--- src/rtl/if_stage.sv ---
// Instruction-fetch stage: owns the PC and the IF/ID register, fetches through a
// req/ack memory port, and absorbs decode stalls (skid buffer) and redirects.
module if_stage #(
  parameter logic [31:0] RESET_PC = 32'h0000_0000,
  parameter logic [31:0] INST_NOP = 32'h0000_0000
) (
  input  logic        clk_i,
  input  logic        rst_i,
  input  logic        start_i,
  input  logic        stall_i,
  input  logic        flush_i,
  input  logic [31:0] redirect_pc_i,
  output logic        imem_req_o,
  output logic [31:0] imem_addr_o,
  input  logic        imem_ack_i,
  input  logic [31:0] imem_data_i,
  output logic [31:0] inst_o,
  output logic [31:0] pc_plus4_o,
  output logic        valid_o
);

  typedef enum logic [1:0] {
    S_IDLE,
    S_FETCH,
    S_HELD,
    S_DRAIN
  } state_t;

  state_t      r_state;
  logic [31:0] r_pc;
  logic [31:0] r_pendingPc;
  logic [31:0] r_skid;
  logic [31:0] r_inst;
  logic [31:0] r_pcPlus4;
  logic        r_valid;
  logic        r_req;
  logic [31:0] w_pcPlus4;

  assign w_pcPlus4 = r_pc + 32'd4;

  // In DRAIN the PC is left untouched, so r_pc is also the killed in-flight address.
  assign imem_addr_o = r_pc;
  assign imem_req_o  = r_req;
  assign inst_o      = r_valid ? r_inst : INST_NOP;
  assign pc_plus4_o  = r_pcPlus4;
  assign valid_o     = r_valid;

  // Redirects take priority over everything; a stall only freezes IF/ID.
  always_ff @(posedge clk_i or posedge rst_i) begin
    if (rst_i) begin
      r_state     <= S_IDLE;
      r_pc        <= RESET_PC;
      r_pendingPc <= RESET_PC;
      r_skid      <= INST_NOP;
      r_inst      <= INST_NOP;
      r_pcPlus4   <= 32'd0;
      r_valid     <= 1'b0;
      r_req       <= 1'b0;
    end else begin
      case (r_state)
        S_IDLE: begin
          if (start_i) begin
            r_state <= S_FETCH;
            r_req   <= 1'b1;
          end
        end

        S_FETCH: begin
          if (flush_i) begin
            r_valid <= 1'b0;
            if (imem_ack_i) begin
              r_pc <= redirect_pc_i;
            end else begin
              r_pendingPc <= redirect_pc_i;
              r_state     <= S_DRAIN;
            end
          end else if (imem_ack_i) begin
            if (stall_i) begin
              r_skid  <= imem_data_i;
              r_state <= S_HELD;
              r_req   <= 1'b0;
            end else begin
              r_inst    <= imem_data_i;
              r_pcPlus4 <= w_pcPlus4;
              r_valid   <= 1'b1;
              r_pc      <= w_pcPlus4;
            end
          end else if (!stall_i) begin
            r_valid <= 1'b0;
          end
        end

        S_HELD: begin
          if (flush_i) begin
            r_pc    <= redirect_pc_i;
            r_valid <= 1'b0;
            r_state <= S_FETCH;
            r_req   <= 1'b1;
          end else if (!stall_i) begin
            r_inst    <= r_skid;
            r_pcPlus4 <= w_pcPlus4;
            r_valid   <= 1'b1;
            r_pc      <= w_pcPlus4;
            r_state   <= S_FETCH;
            r_req     <= 1'b1;
          end
        end

        S_DRAIN: begin
          // The killed request's data is dropped; the latest redirect wins.
          if (imem_ack_i) begin
            r_pc    <= flush_i ? redirect_pc_i : r_pendingPc;
            r_state <= S_FETCH;
          end else if (flush_i) begin
            r_pendingPc <= redirect_pc_i;
          end
        end

        default: begin
          r_state <= S_IDLE;
          r_req   <= 1'b0;
        end
      endcase
    end
  end

endmodule
--- config.mk ---
export PLATFORM = sky130hd
export DESIGN_NAME = if_stage
export DESIGN_NICKNAME = d
export VERILOG_FILES = /design/src/rtl/if_stage.sv
export SDC_FILE = /design/constraint.sdc
export NUM_CORES = 1
export LEC_CHECK = 0
export BUFFER_PORTS_ARGS = -buffer_cell sky130_fd_sc_hd__buf_2
export CORE_ASPECT_RATIO = 1.75
export CORE_MARGIN = 2
export CORE_UTILIZATION = 45
export CTS_BUF_LIST = sky130_fd_sc_hd__clkbuf_8
export CTS_CLUSTER_DIAMETER = 100
export CTS_CLUSTER_SIZE = 8
export DETAILED_ROUTE_END_ITERATION = 8
export PLACE_DENSITY = 0.69
export SETUP_SLACK_MARGIN = 0.05
export SYNTH_ARGS = -nofsm -noshare
export SYNTH_HDL_FRONTEND = slang
export SYNTH_SLANG_ARGS = --single-unit
--- constraint.sdc ---
create_clock -name clk_i -period 11.15 [get_ports clk_i]
set_clock_uncertainty 0.15 [all_clocks]
set_input_delay 0.5575 -clock clk_i [delete_from_list [all_inputs] [get_ports clk_i]]
set_output_delay 0.5575 -clock clk_i [all_outputs]
set_load 0.03 [all_outputs]
==> metrics.md, run 1 <==
| Metric | Value |
|---|---|
| CTS root buf | `clkbuf_8` |
| # H-tree levels | `4` |
| Die W | `105 um` |
| N_diodes | `0` |
| Most common cell after layout, fill and taps aside | `buf_2` |
| Crit Path Max Fanout | `33` |
| Post-synth EDFFs | `0` |
| Chip height | `181 um` |
| Fin crit share | `25.9%` |
| WS Path Type | `flip-flop to flip-flop` |
| RD Place Congestion | `0.878` |
| Total congestion overflow | `0` |
| Setup TNS | `0 ns` |
| Final WL | `20.0 mm` |
| DP HPWL | `14.2 mm` |
| Num CTS Buffers | `17` |
| CP Launch Type | `flip-flop` |
| Final setup viols | `0` |
| Ports | `168` |
| Nets | `991` |
| Comb power frac | `43.4%` |
| Synth Instances | `777` |
| Residual DRC | `0` |
| Dpl cell area | `0.00902 mm2` |
| First-pass GRT wire length | `32.1 mm` |
| Area of the core | `0.0175 mm2` |
| Yosys warns | `0` |
| Final Cell Area | `0.00941 mm2` |
| Vias | `6,310` |
| Gr usage total | `21.3%` |
| FILL cells | `1,669` |
| Syn-to-layout area delta | `17.2%` |
| FP Rows | `64` |
| Mapped Area | `0.00803 mm2` |
| Pint | `1.53 mW` |
| Worst Setup End Kind | `flip-flop` |
| FF-to-FF Start | `r_state[0]` |
| Mean number of vias per cell | `5.44` |
| Tightest Hold Check Type | `primary input to async pin` |
| RSZ-0062 raised after global routing | `false` |
| Post-CTS resize count | `0` |
| Power Density | `290 mW/mm2` |
| Initial antenna violation count | `0` |
| Reg2Reg Capture Point | `imem_addr_o[31]` |
| Via count of the first global-routing pass | `6,070` |
| Die footprint | `0.0190 mm2` |
| Commonest non-fill, non-tap cells in the layout | `buf_2, dfrtp_1, o21ai_0` |
| Worst-Margin Slew | `0.962 ns` |
| FMAX | `347 MHz` |
| Status | `finished, final reports clean` |
| Max cap viols | `0` |
| Port bufs | `167` |
| Synth Area per Inst | `10.3 um2` |
| Fin crit period | `2.88 ns` |
| Worst Setup SP | `r_state[0]` |
| Post-CTS Setup Inserts | `0` |
| Register-to-register path setup slack | `8.27 ns` |
| Pin count of the biggest net entering global routing | `99` |
| TritonCTS clock tree | `built` |
| Router iterations before antenna repair | `5` |
| Clk buf depth | `2` |
| Sw Pwr | `1.20 mW` |
| Synth Flop Type | `dfrtp_1` |
| Final hold viol count | `0` |
| Leak | `4.27 nW` |
| CP Capture Point | `imem_addr_o[31]` |
| Async S/R FF share, synth | `100%` |
| Count of pins over their slew limit | `0` |
| R2R depth | `6` |
| Critical path arrival | `3.10 ns` |
| Library cells used by synthesis | `50` |
| Reg power frac | `40.6%` |
| Share of cells above drive strength 1 | `31.1%` |
| Worst-Skew Late Latency | `0.47 ns` |
| Initial core utilization | `46.0%` |
| WP data required | `11.37 ns` |
| Clk sink count | `164` |
| Final Non-Filler Cells | `1,160` |
| Core Util, Final | `53.9%` |
| Clock power frac | `16.0%` |
| ANT nets after route | `0` |
| Flop and latch count out of synthesis | `164` |
| Sw frac | `44.0%` |
| VDD IR max | `0.119 mV` |
| Post-synthesis sequential area ratio | `51.1%` |
| Routed len/inst | `17.2 um` |
| Max-slew headroom | `35.9%` |
| Syn_nets | `852` |
| Placed cell count | `1,128` |
| DRT iter0 DRCs | `356` |
| Hold Buf Count CTS | `0` |
| Clk pin slew, worst setup/hold paths | `0.11 ns` |
==> state kept, by name, indices dropped and copies added (netlist names) <==
signal       cells
valid_o          1
r_pendingPc     32
imem_addr_o     32
imem_req_o       1
pc_plus4_o      32
r_skid          32
r_state          2
r_inst          32
==> cells in the mapped netlist (5+ instances only) <==
cell type,instances,share of area (%)
buf_2,5,0.31
mux2i_1,35,4.4
clkbuf_1,40,1.9
mux2_2,69,9.7
xnor2_1,25,2.7
nor4_1,9,0.70
o2bb2ai_1,11,1.2
o21ai_0,103,6.4
nor2_1,26,1.2
ha_1,5,0.78
o31a_1,6,0.65
nand3_1,8,0.50
nor3_1,10,0.62
a21oi_1,27,1.7
o22ai_1,9,0.70
nand4_1,5,0.39
buf_1,6,0.28
inv_1,14,0.65
dfrtp_1,164,51
a22o_1,6,0.65
and2_1,34,2.6
nand2_1,93,4.3
a211oi_1,5,0.47
and3_1,12,0.93
==> layout make-up <==
| class | count | area (um2) | share of cell area, % |
|---|---|---|---|
| clock buffer | 17 | 234 | 2.49 |
| clock inverter | 15 | 156 | 1.66 |
| inverter | 14 | 57.6 | 0.612 |
| multi-input combinational | 544 | 3670 | 39.0 |
| sequential | 164 | 4100 | 43.6 |
| tap | 231 | 289 | 3.07 |
| timing repair buffer | 175 | 896 | 9.52 |
==> layer usage <==
| metal | part of all wire [%] | global-route usage (%) | vias up |
|---|---|---|---|
| li1 | - | - | 3039 |
| met1 | 40 | 25.1 | 3038 |
| met2 | 52 | 37.8 | 197 |
| met3 | 4.7 | 3.79 | 36 |
| met4 | 2.8 | 9.12 | 0 |
| met5 | 0 | 0 | - |
==> worst min-delay path by stage <==
stage / cells past startpoint / endpoint / start / slack, ns
after detailed placement: 2 / r_inst[22] / r_inst[22] / 0.31
after global placement: 2 / r_inst[10] / r_inst[10] / 0.30
after global routing: 2 / r_skid[9] / imem_data_i[9] / 0.17
final: 2 / r_inst[4] / rst_i / 0.14
after floorplan: 2 / r_inst[0] / r_inst[0] / 0.29
after CTS: 2 / imem_addr_o[16] / rst_i / 0.15
==> metrics by stage <==
step / power, mW / setup WS, ns / hold slack [ns]
floorplan: 1.96 / 6.01 / 0.292
global placement: 2.28 / 8.03 / 0.303
detailed placement: 2.31 / 8.03 / 0.312
finish: 2.73 / 8.27 / 0.138
global route: 2.91 / 8.09 / 0.166
CTS: 2.75 / 8.26 / 0.150
==> worst max-delay path: stages (launching register included) <==
cell     delay (ns)
dfrtp_1        0.42
ha_1           0.21
buf_4          0.24
o21ba_2        0.26
or3_1          0.74
or3_1          0.50
a32o_1         0.26
==> cell families (layout without fill, tap and decap cells) <==
| family | count (synthesis) | count (layout) | share of synthesized area, % |
|---|---|---|---|
| AO/OA/AOI/OAI | 191 | 191 | 14.4 |
| XOR/XNOR | 27 | 27 | 2.95 |
| adder cells (fa/ha/maj) | 5 | 5 | 0.779 |
| buffers and inverters | 69 | 221 | 3.49 |
| flip-flops | 164 | 164 | 51.1 |
| multiplexers | 104 | 104 | 14.0 |
| AND/OR/NAND/NOR | 217 | 217 | 13.3 |
==> power by group through the flow <==
stage / clock network [mW] / logic (mW) / registers (mW)
after detailed placement: 0 / 1.19 / 1.12
after global placement: 0 / 1.17 / 1.11
after global routing: 0.475 / 1.29 / 1.14
after floorplan: 0 / 0.704 / 1.25
after CTS: 0.452 / 1.19 / 1.10
final: 0.437 / 1.18 / 1.11
Power figures use the tool's default switching activity.
==> inputs of run 2 (changes only) <==
--- a/config.mk
+++ b/config.mk
@@ -5,6 +5,7 @@
 export SDC_FILE = /design/constraint.sdc
 export NUM_CORES = 1
 export LEC_CHECK = 0
+export ABC_AREA = 1
 export BUFFER_PORTS_ARGS = -buffer_cell sky130_fd_sc_hd__buf_2
 export CORE_ASPECT_RATIO = 1.75
 export CORE_MARGIN = 2
@@ -13,7 +14,7 @@
 export CTS_CLUSTER_DIAMETER = 100
 export CTS_CLUSTER_SIZE = 8
 export DETAILED_ROUTE_END_ITERATION = 8
-export PLACE_DENSITY = 0.69
+export PLACE_DENSITY = 0.68
 export SETUP_SLACK_MARGIN = 0.05
 export SYNTH_ARGS = -nofsm -noshare
 export SYNTH_HDL_FRONTEND = slang
==> constraint.sdc (replaced) <==
create_clock -name clk_i -period 2.79 [get_ports clk_i]
set_clock_uncertainty 0.15 [all_clocks]
set_input_delay 0.1395 -clock clk_i [delete_from_list [all_inputs] [get_ports clk_i]]
set_output_delay 0.1395 -clock clk_i [all_outputs]
set_load 0.03 [all_outputs]
==> run 2 against run 1 <==
  * Clock-buffer cell count up 2
  * Flip-flop and latch count did not move
  * Synthesized cell count grew 38%
  * Sequential power grew to 3.9 times the previous value
  * First-iteration DRC count decreased by 20%
==> metrics.md, run 2 <==
| Metric | Value |
|---|---|
| Fin crit share | `80.8% (+55 points)` |
| Initial antenna violation count | `0 (unchanged)` |
| Area of the core | `0.0185 mm2 (+6.0%)` |
| FMAX | `443 MHz (+28%)` |
| Power Density | `1170 mW/mm2 (+300%)` |
| Synth Flop Type | `dfrtp_1` |
| RSZ-0062 raised after global routing | `false` |
| Mapped Area | `0.00844 mm2 (+5.1%)` |
| Chip height | `185 um (+2.5%)` |
| WS Path Type | `flip-flop to flip-flop` |
| Synth Instances | `1,075 (+38%)` |
| Share of cells above drive strength 1 | `19.0% (-12 points)` |
| Mean number of vias per cell | `4.88 (-10%)` |
| FILL cells | `1,741 (+4.3%)` |
| Library cells used by synthesis | `41 (-18%)` |
| # H-tree levels | `4 (unchanged)` |
| Max-slew headroom | `55.0% (+19 points)` |
| DRT iter0 DRCs | `285 (-20%)` |
| WP data required | `2.97 ns (-8.40 ns)` |
| Clk buf depth | `2 (unchanged)` |
| Met3 Resource Use GR | `3.62% (-0.16 points)` |
| Compound-Gate Fraction of Synth Area | `13.8% (-0.57 points)` |
| Core Util, Final | `56.5% (+2.6 points)` |
| Critical path arrival | `2.43 ns (-0.67 ns)` |
| First-pass GRT wire length | `35.0 mm (+8.9%)` |
| Max cap viols | `0 (unchanged)` |
| Seq. cell area | `0.00410 mm2 (unchanged)` |
| M2 GR Usage | `39.7% (+2.0 points)` |
| Post-Synth Adder-Cell Area | `0.741% (-0.038 points)` |
| Worst-Skew Late Latency | `0.45 ns (-0.02 ns)` |
| Nets | `1,363 (+38%)` |
| Via count of the first global-routing pass | `7,289 (+20%)` |
| Post-Synth XOR/XNOR Area | `1.56% (-1.4 points)` |
| Leak | `5.54 nW (+30%)` |
| Worst slack at placement | `0.561 ns (-7.47 ns)` |
| Yosys warns | `0 (unchanged)` |
| Setup TNS | `0 ns (unchanged)` |
| Tightest Hold Check Type | `primary input to flip-flop` |
| Final Hold Slack | `0.0823 ns (-0.0558 ns)` |
| CP Launch Type | `flip-flop` |
| FP Rows | `66 (+3.1%)` |
| Residual DRC | `0 (unchanged)` |
| Fin crit period | `2.25 ns (-0.628 ns)` |
| Most common cell after layout, fill and taps aside | `nand2_1` |
| Top-count cell post-synth | `nand2_1` |
| Pin count of the biggest net entering global routing | `81 (-18%)` |
| M1 GR Usage | `25.9% (+0.81 points)` |
| Die footprint | `0.0199 mm2 (+5.0%)` |
| Status | `finished, final reports clean` |
| R2R depth | `7 (+1)` |
| Clk pin slew, worst setup/hold paths | `0.09 ns (-0.02 ns)` |
| Slack of the critical path | `0.535 ns (-7.73 ns)` |
| Commonest cells post-synth | `nand2_1, dfrtp_1, inv_1, nor2_1, o21ai_0` |
| Worst-Margin Slew | `0.674 ns (-0.288 ns)` |
| Final hold viol count | `0 (unchanged)` |
| Top Usage Layer GRT | `met2` |
| Crit Path Max Fanout | `46 (+39%)` |
| Final setup viols | `0 (unchanged)` |
| N_diodes | `0 (unchanged)` |
| Footprint of the multi-input gates | `0.00358 mm2 (-2.5%)` |
| Vias | `7,505 (+19%)` |
| Final WL | `21.2 mm (+6.2%)` |
| Synth Area per Inst | `7.85 um2 (-24%)` |
| Total congestion overflow | `0 (unchanged)` |
| Synth Area in Simple Gates | `24.4% (+11 points)` |
| TritonCTS clock tree | `built` |
| Ports | `168 (unchanged)` |
| Initial core utilization | `45.6% (-0.36 points)` |
| Routed len/inst | `13.8 um (-20%)` |
| Mux share of post-synthesis cell area | `1.87% (-12 points)` |
| Syn-to-layout area delta | `23.9%` |
| RD Place Congestion | `0.903 (+2.8%)` |
| Worst Hold Depth | `5` |
| DP HPWL | `14.6 mm (+3.1%)` |
| Flop and latch count out of synthesis | `164 (unchanged)` |
| Post-synthesis sequential area ratio | `48.6% (-2.5 points)` |
| ANT nets after route | `0 (unchanged)` |
| Largest family of logic cells by synthesized area | `simple AND/OR/NAND/NOR gates` |
| Worst Setup End Kind | `flip-flop` |
| VDD IR max | `0.536 mV (+350%)` |
| Syn_nets | `1,150 (+35%)` |
| Top cells by area, synth | `dfrtp_1, nand2_1, inv_1` |
| Num CTS Buffers | `17 (unchanged)` |
| Die W | `108 um (+2.4%)` |
| Clk sink count | `164 (unchanged)` |
| Port bufs | `167 (unchanged)` |
| Async S/R FF share, synth | `100% (unchanged)` |
| CTS root buf | `clkbuf_8` |
| Synth top area share | `48.6% (-2.5 points)` |
| Synth area leader | `dfrtp_1` |
| Commonest non-fill, non-tap cells in the layout | `nand2_1, buf_2, dfrtp_1` |
| Router iterations before antenna repair | `5 (unchanged)` |
| Gr usage total | `22.2% (+0.87 points)` |
| Count of pins over their slew limit | `0 (unchanged)` |
| Post-synth EDFFs | `0 (unchanged)` |
run 2: cell count changes in the layout (fill, tap and decap cells not counted), sizes merged, moves of 11 or more:
cell	change
nand2	+282
inv	+108
nor2	+73
dlygate4sd3	+67
mux2	-55
mux2i	-35
and2	-31
o21a	+31
xnor2	-22
a21boi	+18
o21ai	-18
a31oi	+12
and3	-12
o2bb2ai	-11
run 2: path summary, 6_finish.rpt:
path	from	endpoint	slack [ns]
setup / recovery	r_state[1]	r_pendingPc[22]	0.54
hold / removal	flush_i	r_state[0]	0.08
setup reg to reg	r_state[1]	r_pendingPc[22]	0.54
hold reg to reg	pc_plus4_o[10]	pc_plus4_o[10]	0.33
max in group asynchronous	rst_i	r_pendingPc[24]	1.60
min in group asynchronous	rst_i	pc_plus4_o[2]	0.11
run 2: cells by family (layout without fill, tap and decap cells):
group / after synthesis / after routing
AO/OA/AOI/OAI: 191 / 191
XOR/XNOR: 15 / 15
adder cells (fa/ha/maj): 5 / 5
buffers and inverters: 178 / 403
flip-flops: 164 / 164
multiplexers: 14 / 14
AND/OR/NAND/NOR: 508 / 508
run 2: area by class of cell:
type	instances	share of cell area, %
clock inverters	12	1.02
multi-input cells	733	34.2
well taps	238	2.85
clock buffers	19	2.50
flip-flops and latches	164	39.3
inverters	127	4.60
repair buffers	245	15.6
run 2: where the power goes:
part | switching (mW) | leakage, nW | internal, mW
sequential | 0.763 | 1.90 | 3.55
clock | 0.905 | 0.186 | 0.748
combinational | 4.21 | 3.45 | 2.07
run 2: metal layers:
layer	share of wire, %	wire length, um
met1	41	8800
met5	0	0
met2	52	11000
met3	3.6	775
met4	3.1	651
run 2: timing repair:
action,in CTS,in global routing
buffers inserted,0,0
endpoints found under the hold margin,179,0
gates resized for setup,0,0
hold buffers,67,0
run 2: through the flow:
stage | total power [mW] | instance area (um2) | std cells
detailed placement | 10.6 | 9420 | 1440
global route | 13.3 | 10500 | 1538
CTS | 12.3 | 10500 | 1538
global placement | 10.4 | 9420 | 1440
floorplan | 8.98 | 8440 | 1075
finish | 12.2 | 10500 | 1538
run 2: worst max-delay path, stage by stage, from the launching register on:
cell	delay [ns]
dfrtp_1	0.41
inv_1	0.10
ha_1	0.27
inv_2	0.12
nor2_2	0.20
nor2_4	0.09
nand2_4	0.38
mux2_2	0.39
==> inputs of run 3 (changes only) <==
==> constraint.sdc (replaced) <==
create_clock -name clk_i -period 2.32 [get_ports clk_i]
set_clock_uncertainty 0.15 [all_clocks]
set_input_delay 0.116 -clock clk_i [delete_from_list [all_inputs] [get_ports clk_i]]
set_output_delay 0.116 -clock clk_i [all_outputs]
set_load 0.03 [all_outputs]
==> run 3 against run 2 <==
  * First-iteration DRC count grew 8.4%
  * Clock-buffer cell count shrank 2
  * Power grew 23%
  * Non-clock buffer count grew 8
  * Combinational power grew 23%
  * Largest cell class unchanged
  * Largest power group unchanged
  * Highest routed layer unchanged
==> metrics.md, run 3 (synthesis gave the netlist of run 2 again) <==
| Metric | Value |
|---|---|
| DRT iter0 DRCs | `309 (+8.4%)` |
| Max cap viols | `0 (unchanged)` |
| Area of the core | `0.0185 mm2 (unchanged)` |
| Nets | `1,371 (+0.59%)` |
| Die footprint | `0.0199 mm2 (unchanged)` |
| TritonCTS clock tree | `built` |
| Chip height | `185 um (unchanged)` |
| FP Rows | `66 (unchanged)` |
| Clk buf depth | `2 (unchanged)` |
| Top Usage Layer GRT | `met2` |
| Port bufs | `167 (unchanged)` |
| # H-tree levels | `4 (unchanged)` |
| Vias | `7,553 (+0.64%)` |
| FMAX | `482 MHz (+8.7%)` |
| RSZ-0062 raised after global routing | `false` |
| Worst Setup End Kind | `flip-flop` |
| WS Path Type | `flip-flop to flip-flop` |
| Crit-path slowest cell | `dfrtp_1` |
| M1 GR Usage | `26.8% (+0.93 points)` |
| CP Launch Type | `flip-flop` |
| CP Capture Point | `imem_addr_o[6]` |
| Router iterations before antenna repair | `4 (-1)` |
| Commonest non-fill, non-tap cells in the layout | `nand2_1, buf_2, dfrtp_1` |
| Critical path's largest stage delay | `0.38 ns (-0.03 ns)` |
| Reg2Reg Capture Point | `imem_addr_o[6]` |
| Residual DRC | `0 (unchanged)` |
| FF-to-FF Start | `r_state[1]` |
| Die W | `108 um (unchanged)` |
| R2R depth | `7 (unchanged)` |
| ANT nets after route | `0 (unchanged)` |
| Syn-to-layout area delta | `25.6%` |
| Fin crit share | `89.4% (+8.6 points)` |
| M2 GR Usage | `40.2% (+0.45 points)` |
| Initial core utilization | `45.6% (unchanged)` |
| Clk sink count | `164 (unchanged)` |
| Final Hold Slack | `0.0598 ns (-0.0225 ns)` |
| WP data required | `2.49 ns (-0.48 ns)` |
| Tightest Hold Check Type | `primary input to flip-flop` |
| Max-slew headroom | `62.3% (+7.3 points)` |
| Worst Hold Depth | `6 (+1)` |
| Num CTS Buffers | `17 (unchanged)` |
| CTS root buf | `clkbuf_8` |
| Final setup viols | `0 (unchanged)` |
| Gr usage total | `22.6% (+0.43 points)` |
| Register-to-register path setup slack | `0.25 ns (-0.29 ns)` |
| Slack of the critical path | `0.245 ns (-0.290 ns)` |
| Clk pin slew, worst setup/hold paths | `0.09 ns (about the same)` |
| Share of cells above drive strength 1 | `19.6% (+0.65 points)` |
| Worst-path cell chain | `inv_1 -> ha_1 -> o21ai_2 -> nand3_1 -> buf_12 -> a211oi_1 -> a2bb2oi_1` |
| Final WL | `21.5 mm (+1.3%)` |
| Met3 Resource Use GR | `3.24% (-0.39 points)` |
| Leak | `5.61 nW (+1.3%)` |
| Worst slack at placement | `0.170 ns (-0.390 ns)` |
| Worst-Skew Late Latency | `0.45 ns (about the same)` |
| Via count of the first global-routing pass | `7,440 (+2.1%)` |
| Power Density | `1420 mW/mm2 (+21%)` |
| DP HPWL | `15.3 mm (+4.3%)` |
| Initial antenna violation count | `0 (unchanged)` |
| N_diodes | `0 (unchanged)` |
| VDD IR max | `0.715 mV (+33%)` |
| Count of pins over their slew limit | `0 (unchanged)` |
| Pin count of the biggest net entering global routing | `69 (-15%)` |
| First-pass GRT wire length | `35.8 mm (+2.4%)` |
| Crit Path Max Fanout | `46 (unchanged)` |
| Mean number of vias per cell | `4.89 (+0.12%)` |
| RD Place Congestion | `0.964 (+6.7%)` |
| Ports | `168 (unchanged)` |
| Critical path arrival | `2.24 ns (-0.19 ns)` |
| Fin crit period | `2.07 ns (-0.180 ns)` |
| Worst Setup SP | `r_state[1]` |
| Total congestion overflow | `0 (unchanged)` |
| Final hold viol count | `0 (unchanged)` |
| Status | `finished, final reports clean` |
| Routed len/inst | `13.9 um (+0.77%)` |
| Most common cell after layout, fill and taps aside | `nand2_1` |
| Worst-Margin Slew | `0.565 ns (-0.109 ns)` |
## run 3: cell types whose count changed in the layout (fill, tap and decap cells not counted), moves of 2 or more
cell and change:
buf_12 +4, buf_4 +3, clkbuf_8 -2, inv_1 -2, inv_6 +3
## run 3: layout make-up
cell class	count	area, um2
clock buffer	17	234
clock inverter	14	151
fill	1739	7900
inverter	127	484
multi-input combinational	733	3590
sequential	164	4100
tap	238	298
timing repair buffer	253	1740
## run 3: worst min path at each step
| stage | endpoint | slack, ns | from |
|---|---|---|---|
| 6_report | imem_req_o | 0.06 | start_i |
| 3_5_place_dp | r_pendingPc[8] | 0.06 | rst_i |
| 2_1_floorplan | r_pendingPc[14] | 0.1 | redirect_pc_i[14] |
| 5_1_grt | valid_o | 0.07 | flush_i |
| 3_3_place_gp | r_pendingPc[8] | 0.06 | rst_i |
| 4_1_cts | valid_o | 0.04 | flush_i |
## run 3: per-layer routing
layer	vias to the layer above	routed length [um]
met4	0	666
met5	-	0
li1	3796	-
met1	3521	8760
met2	198	11200
met3	38	863
## run 3: critical path: cells and delay by family (launching register included)
family,cells,cell delay [ns]
DFF,1,0.38
and+or+nand+nor,1,0.22
adders and majority gates,1,0.25
AOI/OAI and AO/OA,3,0.60
buffers and inverters,2,0.34
## run 3: timing repair
item                                    in CTS  in global routing
hold buffers                                67                  0
setup buffers                                0                  1
endpoints found under the setup margin       0                 12
endpoints found under the hold margin      183                  0
gates resized for setup                      0                  3
## run 3: where the power goes
part	switching (mW)	total [mW]	internal [mW]	leakage, nW
combinational	5.07	7.69	2.62	3.51
sequential	0.954	5.23	4.27	1.90
clock	1.12	2.09	0.969	0.199
total	7.15	15.0	7.86	5.61
## run 3: per-stage QoR
| stage | total power, mW | instances | utilization [%] | TNS [ns] | instance area (um2) |
|---|---|---|---|---|---|
| floorplan | 10.8 | 1075 | - | -5.05 | 8440 |
| global placement | 12.7 | 1447 | 51.5 | 0 | 9520 |
| detailed placement | 12.9 | 1447 | 51.5 | 0 | 9520 |
| CTS | 15.1 | 1545 | 57.2 | 0 | 10600 |
| global route | 16.2 | 1546 | 57.3 | 0 | 10600 |
| finish | 15.0 | 1546 | 57.3 | 0 | 10600 |
